===== config.mk =====
export PLATFORM = sky130hd
export DESIGN_NAME = unidade_busca_flat
export DESIGN_NICKNAME = d
export VERILOG_FILES = /design/src/rtl/unidade_busca_if.sv /design/src/rtl/unidade_busca.sv /design/src/flat_wrapper.sv
export SDC_FILE = /design/constraint.sdc
export NUM_CORES = 1
export LEC_CHECK = 0
export CAP_MARGIN = 5
export CORE_UTILIZATION = 59
export CTS_BUF_LIST = sky130_fd_sc_hd__clkbuf_16
export DETAILED_ROUTE_END_ITERATION = 10
export HOLD_SLACK_MARGIN = 0.06
export PLACE_DENSITY = 0.91
export SKIP_CTS_REPAIR_TIMING = 1
export SLEW_MARGIN = 20
export SYNTH_ARGS = -nofsm -noshare
export SYNTH_HDL_FRONTEND = slang
export SYNTH_SLANG_ARGS = --single-unit

===== constraint.sdc =====
create_clock -name clk -period 10.7 [get_ports clk]
set_input_delay 2.675 -clock clk [delete_from_list [all_inputs] [get_ports clk]]
set_output_delay 2.675 -clock clk [all_outputs]
set_load 0.01 [all_outputs]

===== src/rtl/unidade_busca_if.sv =====
// unidade_busca_if: fetch-stage bundle of instruction-memory, redirect and decode handshakes
interface unidade_busca_if;
  logic imem_req;
  logic [31:0] imem_addr;
  logic imem_ready;
  logic imem_rvalid;
  logic [31:0] imem_rdata;
  logic redirect_valid;
  logic [31:0] redirect_pc;
  logic inst_valid;
  logic inst_ready;
  logic [31:0] inst;
  logic [31:0] inst_pc;
  logic [6:0] opcode;
  logic [2:0] funct3;
  logic [6:0] funct7;
  logic err_resp;
  modport master (
    output imem_req, imem_addr, inst_valid, inst, inst_pc, opcode, funct3, funct7, err_resp,
    input imem_ready, imem_rvalid, imem_rdata, redirect_valid, redirect_pc, inst_ready
  );
  modport slave (
    input imem_req, imem_addr, inst_valid, inst, inst_pc, opcode, funct3, funct7, err_resp,
    output imem_ready, imem_rvalid, imem_rdata, redirect_valid, redirect_pc, inst_ready
  );
endinterface


===== src/rtl/unidade_busca.sv =====
// unidade_busca: RV32I fetch stage owning the PC, issuing word fetches and buffering in-order responses
module unidade_busca #(
  parameter logic [31:0] RESET_PC = 32'h0000_0000,
  parameter int DEPTH = 4
) (
  input logic clk,
  input logic rst_n,
  unidade_busca_if.master bus
);
  localparam int AW = $clog2(DEPTH);
  localparam int CW = $clog2(DEPTH + 1);
  localparam logic [CW:0] FULL = (CW + 1)'(DEPTH);
  typedef enum logic [1:0] {BOOT, RUN, DRAIN} state_t;
  state_t state;
  logic [31:0] fetch_pc, resp_pc, tgt;
  logic [CW-1:0] oc, bc, oc_n;
  logic [CW:0] tot;
  logic [AW-1:0] rd, wr;
  logic [31:0] fifo_inst [DEPTH];
  logic [31:0] fifo_pc [DEPTH];
  logic err, pop, acc, rsp, push;
  assign tgt = bus.redirect_pc & 32'hFFFF_FFFC;
  assign bus.imem_addr = fetch_pc;
  assign bus.inst_valid = state == RUN && bc != '0;
  assign bus.inst = bus.inst_valid ? fifo_inst[rd] : 32'h0000_0013;
  assign bus.inst_pc = bus.inst_valid ? fifo_pc[rd] : 32'h0;
  assign bus.opcode = bus.inst[6:0];
  assign bus.funct3 = bus.inst[14:12];
  assign bus.funct7 = bus.inst[31:25];
  assign bus.err_resp = err;
  // issue rule: refill a slot the moment decode frees one, never during a redirect
  always_comb begin
    tot = {1'b0, oc} + {1'b0, bc};
    pop = bus.inst_valid & bus.inst_ready;
    bus.imem_req = state == RUN && !bus.redirect_valid && (tot < FULL || (tot == FULL && pop));
    acc = bus.imem_req & bus.imem_ready;
    rsp = bus.imem_rvalid && oc != '0;
    push = rsp && state == RUN && !bus.redirect_valid;
    oc_n = oc + CW'(acc) - CW'(rsp);
  end
  // response storage; stale or spurious words never reach it
  always_ff @(posedge clk) begin
    if (push) begin
      fifo_inst[wr] <= bus.imem_rdata;
      fifo_pc[wr] <= resp_pc;
    end
  end
  // control FSM: PCs, outstanding/buffered counts, FIFO pointers and sticky error
  always_ff @(posedge clk or negedge rst_n) begin
    if (!rst_n) begin
      state <= BOOT;
      fetch_pc <= RESET_PC;
      resp_pc <= RESET_PC;
      oc <= '0;
      bc <= '0;
      rd <= '0;
      wr <= '0;
      err <= 1'b0;
    end else begin
      err <= err | (bus.imem_rvalid && oc == '0);
      oc <= oc_n;
      if (bus.redirect_valid) begin
        fetch_pc <= tgt;
        resp_pc <= tgt;
        bc <= '0;
        rd <= '0;
        wr <= '0;
        state <= (state == BOOT || oc_n == '0) ? RUN : DRAIN;
      end else begin
        if (acc) fetch_pc <= fetch_pc + 32'd4;
        if (push) resp_pc <= resp_pc + 32'd4;
        if (push) wr <= wr + AW'(1);
        if (pop) rd <= rd + AW'(1);
        bc <= bc + CW'(push) - CW'(pop);
        state <= (state == BOOT || (state == DRAIN && oc_n == '0)) ? RUN : state;
      end
    end
  end
endmodule

===== src/flat_wrapper.sv =====
// flat-port wrapper written by rule: the top's interface ports become plain ports
module unidade_busca_flat 
#(
  parameter logic [31:0] RESET_PC = 32'h0000_0000,
  parameter int DEPTH = 4
)
  (clk, rst_n, bus_imem_req, bus_imem_addr, bus_inst_valid, bus_inst, bus_inst_pc, bus_opcode, bus_funct3, bus_funct7, bus_err_resp, bus_imem_ready, bus_imem_rvalid, bus_imem_rdata, bus_redirect_valid, bus_redirect_pc, bus_inst_ready);
  unidade_busca_if bus_i ();
  input logic clk;
  input logic rst_n;
  output wire logic [$bits(bus_i.imem_req)-1:0] bus_imem_req;
  output wire logic [$bits(bus_i.imem_addr)-1:0] bus_imem_addr;
  output wire logic [$bits(bus_i.inst_valid)-1:0] bus_inst_valid;
  output wire logic [$bits(bus_i.inst)-1:0] bus_inst;
  output wire logic [$bits(bus_i.inst_pc)-1:0] bus_inst_pc;
  output wire logic [$bits(bus_i.opcode)-1:0] bus_opcode;
  output wire logic [$bits(bus_i.funct3)-1:0] bus_funct3;
  output wire logic [$bits(bus_i.funct7)-1:0] bus_funct7;
  output wire logic [$bits(bus_i.err_resp)-1:0] bus_err_resp;
  input wire logic [$bits(bus_i.imem_ready)-1:0] bus_imem_ready;
  input wire logic [$bits(bus_i.imem_rvalid)-1:0] bus_imem_rvalid;
  input wire logic [$bits(bus_i.imem_rdata)-1:0] bus_imem_rdata;
  input wire logic [$bits(bus_i.redirect_valid)-1:0] bus_redirect_valid;
  input wire logic [$bits(bus_i.redirect_pc)-1:0] bus_redirect_pc;
  input wire logic [$bits(bus_i.inst_ready)-1:0] bus_inst_ready;
  assign bus_imem_req = bus_i.imem_req;
  assign bus_imem_addr = bus_i.imem_addr;
  assign bus_inst_valid = bus_i.inst_valid;
  assign bus_inst = bus_i.inst;
  assign bus_inst_pc = bus_i.inst_pc;
  assign bus_opcode = bus_i.opcode;
  assign bus_funct3 = bus_i.funct3;
  assign bus_funct7 = bus_i.funct7;
  assign bus_err_resp = bus_i.err_resp;
  assign bus_i.imem_ready = bus_imem_ready;
  assign bus_i.imem_rvalid = bus_imem_rvalid;
  assign bus_i.imem_rdata = bus_imem_rdata;
  assign bus_i.redirect_valid = bus_redirect_valid;
  assign bus_i.redirect_pc = bus_redirect_pc;
  assign bus_i.inst_ready = bus_inst_ready;
  unidade_busca #(.RESET_PC(RESET_PC), .DEPTH(DEPTH)) u_core (.clk(clk), .rst_n(rst_n), .bus(bus_i));
endmodule

# After elaboration in Yosys (flattened, before gate mapping)
# Memories as Yosys holds them, arrays and structs flattened.
# Cells that the tools add are included.
# word_totals
output_inout_bits	116
latch_bits	0
mem_bits_rw	256
elab_cells	64
ff_bits	77
n_memories	2
rom_bits	0
# classes
div	0
n_reduce_logical	22
bitwise_logic	3
n_eq_ne	3
n_addsub	9
order_cmp	1
shifts	0
mul	0
mux	16
# memory_table
memory	words	width	read_ports	rd_clocked_by_memory_dff	wr	line	rtl
u_core.fifo_inst	4	32	1	0	1	unidade_busca.sv:19	logic [31:0] fifo_inst [DEPTH];
u_core.fifo_pc	4	32	1	0	1	unidade_busca.sv:20	logic [31:0] fifo_pc [DEPTH];
# ops
cell	count
two-way mux 32 bit	6
adder 32 x 3 -> 32 bit, second input constant	2
two-way mux 2 bit	7
logical AND 1 bit	9
nonzero test 2 bit	4
adder 3 x 1 -> 3 bit	2
logical NOT 3 bit	2
nonzero test 3 bit	2
subtractor 3 x 1 -> 3 bit	2
adder 2 x 1 -> 2 bit, second input constant	2
adder 3 x 3 -> 4 bit	1
equality test 4 x 3 -> 1 bit, second input constant	1
< comparator 4 x 3 -> 1 bit, second input constant	1
logical OR 1 bit	3
two-way mux 3 bit	1
AND 1 bit	2
equality test 2 x 1 -> 1 bit, second input constant	1
equality test 2 bit, second input constant	1
logical NOT 2 bit	1
two-way mux 1 bit	2
logical NOT 1 bit	1
bitwise OR 1 bit	1

# Depth between registers and ports, before layout
# depth
depth_word	14
depth_mapped	14
ltp_nobuf	13

# Worst setup path before layout
# No wires, ideal clock.
# synth_path
kind	input to output
startpoint	input bus_redirect_valid
endpoint	output bus_imem_req
arrival_ns	3.099
slack_ns	4.926
path_stages	3
path_buffers	0
path_cell_list	nor2_1 -> o211ai_1 -> nor2_1
# synth_via
elab_chain_cells	3
# synth_rtl
item	line	rtl
start, declared	flat_wrapper.sv:23	input wire logic [$bits(bus_i.redirect_valid)-1:0] bus_redirect_valid;
logical NOT 1 bit	unidade_busca.sv:35	bus.imem_req = state == RUN && !bus.redirect_valid && (tot < FULL || (tot == FULL && pop));
logical AND 1 bit (2 in series)	unidade_busca.sv:35	
end, declared	flat_wrapper.sv:11	output wire logic [$bits(bus_i.imem_req)-1:0] bus_imem_req;
# Every way passes these cells.

# Worst setup path in the final report
# Same ends and word-level chain as after synthesis.

==> results.md <==
* Outcome: finished, final reports clean
* H-tree depth at 1
* Number of gates on the worst path with buffers counted at 6
* Initial antenna violation count at 0
* FILL cells at 1388
* Most common cell on crit path: nor2_1
* Mapped Avg Cell Area at 15.4 sq um
* Setup TNS at 0 ps
* Drt drc at 0
* Dpl ws at 3780 ps
* Global-route wire length before repair at 46300 um
* Clock share of power at 37.2%
* Power per cell area at 164 nW/um^2
* Die area at 24100 sq um
* CORE AREA at 22800 sq um
* Worst hold path type: flop to flop
* Cell row count at 55
* Synthesized flop and latch total at 321
* Via/cell ratio at 6.10
* Final WS setup at 3780 ps
* Die X at 155 um
* Crit Path Max Fanout at 75
* Share of cells above drive strength 1 at 13.8%
* Synth Warn # at 0
* Max VDD drop at 152 uV
* R2R setup slack at 6530 ps
* Reg clk slew, reported paths at 60 ps
* GR Util All Layers at 25.0%
* Worst skew pair latency at 550 ps
* Final hold violation count at 0
* GR Overflow Total at 0
* Vias at 8493
* Flop pwr share at 53.2%
* Crit path time final at 6920 ps
* RSZ-0062 raised after global routing: no
* 1st-iter DRT viols at 747
* Req. time, crit path at 8030 ps
* Critical R2R Launch: u_core.bc[1]
* CP startpoint kind: input pin
* Max Slew Vio Count at 0
* Leak Pwr at 0.00587 uW
* Number of synthesized flops with an enable pin at 248
* Critical path's slowest cell: clkdlybuf4s50_1
* Slew Limit Headroom at 29.4%
* DRT Pass-1 Iters at 5
* Worst Max-Slew Pin Slew at 1060 ps
* Routed length per instance at 21.3 um
* Max-Cap Viols at 0
* Internal power at 2100 uW
* Worst path max stage delay at 560 ps
* Synthesized cell area at 13900 sq um
* PortBufs at 179
* Top cells by count, synth: edfxtp_1 (248), dfrtp_1 (73), and3_1 (65)
* Combinational share of power at 9.6%
* Leading area contributor after synthesis: edfxtp_1
* RR Endpoint: u_core.state[1]
* M1 WL at 12100 um
* Vias in the first global route at 8272
* Initial core utilization at 60.8%
* RePlAce Congestion at 0.865
* Post-DP HPWL at 17500 um
* CP endpoint: bus_imem_req
* F_max at 145 MHz
* Top Ports at 186
* Synth async-reset ratio at 22.7%
* Total power at 2750 uW
* Largest net degree at the start of global routing at 76
* Clock tree root buffer cell: clkbuf_16
* ANT nets after route at 0
* Sw power at 652 uW
* Final Setup Violations at 0
* Top cell type's share of synthesized area at 53.6%
* Worst r2r path cells at 12
* Synth area leaders: edfxtp_1 (54%), dfrtp_1 (13%), mux4_2 (10%)
* Worst path cell trace: buf_2 -> buf_4 -> nor2_1 -> o211ai_1 -> nor2_1 -> clkdlybuf4s50_1
* Antenna cells at 0
* Met3 WL at 2520 um
* Final Skew at 11.5 ps
* Post-synthesis sequential area ratio at 66.8%
* Met2 WL at 14600 um
* CP endpoint kind: primary output
* Clock Sink Count at 321
* Sw Share at 23.7%
* Final core utilization at 73.2%
* Netlist cell types at 68
* Drt total wl at 29700 um
* Buffers & Inverters on Critical Path at 3
* Most common cell in the netlist: edfxtp_1
* Crit path launch: bus_redirect_valid
* Critical path class: input pin to primary output
* Uppermost routed layer: met4
* CTS buffer count at 30
* Fin crit share at 64.6%
* Die Height at 155 um
* Cell family with most CP delay: buffers and inverters
* Final nets at 1141
* CTS max path bufs at 3
* Layout area overhead at 20.5%
* Ys flop type: edfxtp_1
* Post-Synthesis Cells at 899
* Data arrival, critical path at 4240 ps
* CTS tree: yes
[how the worst min path moves through the flow]
stage,from,to,slack (ps),cells after the start
finish,u_core.bus.err_resp,u_core.bus.err_resp,470,1
global route,u_core.bus.err_resp,u_core.bus.err_resp,490,1
CTS,u_core.bus.err_resp,u_core.bus.err_resp,480,1
detailed placement,u_core.bus.err_resp,u_core.bus.err_resp,460,1
global placement,u_core.bus.err_resp,u_core.bus.err_resp,440,1
floorplan,u_core.bus.err_resp,u_core.bus.err_resp,490,1
[cell type report]
type / count / area (sq um) / area share, %
clock buffer: 31 / 776 / 4.64
clock inverter: 25 / 176 / 1.05
inverter: 23 / 86.3 / 0.516
multi-input combinational: 490 / 4170 / 24.9
sequential: 321 / 9280 / 55.4
tap: 313 / 392 / 2.34
timing repair buffer: 189 / 1860 / 11.1
[cells in the final DEF (no fill, tap or decap), drive strengths merged, types with 2 or more instances in the layout]
cell and n:
edfxtp 248, clkdlybuf4s50 177, dfrtp 73, and3 67
mux4 62, nand2 61, o21ai 47, inv 34
xnor2 31, clkbuf 31, nand3 24, nor2 19
nor3 19, nand4 14, ha 13, a21oi 12
buf 12, nor4 11, a21o 10, or3 10
and2 10, clkinv 8, o31a 7, a221o 6
xor2 6, and4 6, o211ai 5, o41ai 5
or2 4, o311ai 4, nor3b 4, conb 4
clkinvlp 4, mux2 3, a31oi 3, fa 3
nor2b 2, o31ai 2, bufinv 2
[layer usage]
layer / GRT usage (%) / up-vias
li1: - / 3783
met2: 40.6 / 435
met1: 36.5 / 4230
met5: 0 / -
met3: 3.73 / 45
met4: 5.65 / 0
[sequential cells by signal, summed over array words and instances, names as in the netlist, 3 cells and up]
register / cells
u_core.fifo_inst: 128
u_core.fifo_pc: 120
u_core.bus.imem_addr: 30
u_core.resp_pc: 30
u_core.bc: 3
u_core.oc: 3
[worst reg2reg max path, stage by stage, from the launching register on]
cell and delay, ps:
dfrtp_1 450, or3_1 390, buf_4 320, a41o_1 350, nand2_2 470, inv_2 330, ha_1 290, fa_1 380
xnor2_1 150, xnor2_1 140, or3_1 350, mux2_2 280, a22o_1 180
[cells by family after synthesis]
kind of cell	share of synthesized area, %
other	0.0270
buffers and inverters	3.30
xor gates and xnor gates	2.33
muxes	10.4
adders and majority gates	1.60
AOI/OAI and AO/OA	5.29
DFF	66.8
and+or+nand+nor	10.3
[power by group through the flow]
stage	combinational, uW	clock [uW]	sequential [uW]
3_5_place_dp	261	0	1480
3_3_place_gp	250	0	1480
5_1_grt	288	1080	1470
2_1_floorplan	147	0	1470
4_1_cts	264	1040	1460
6_report	264	1020	1460
[metrics by stage]
step	cells	area, sq um	hold slack [ps]
2_1_floorplan	902	13900	493
3_3_place_gp	1336	15800	444
3_5_place_dp	1336	15800	457
4_1_cts	1392	16700	476
5_1_grt	1392	16700	488
6_report	1392	16700	467
(Power assumes the default switching activity.)
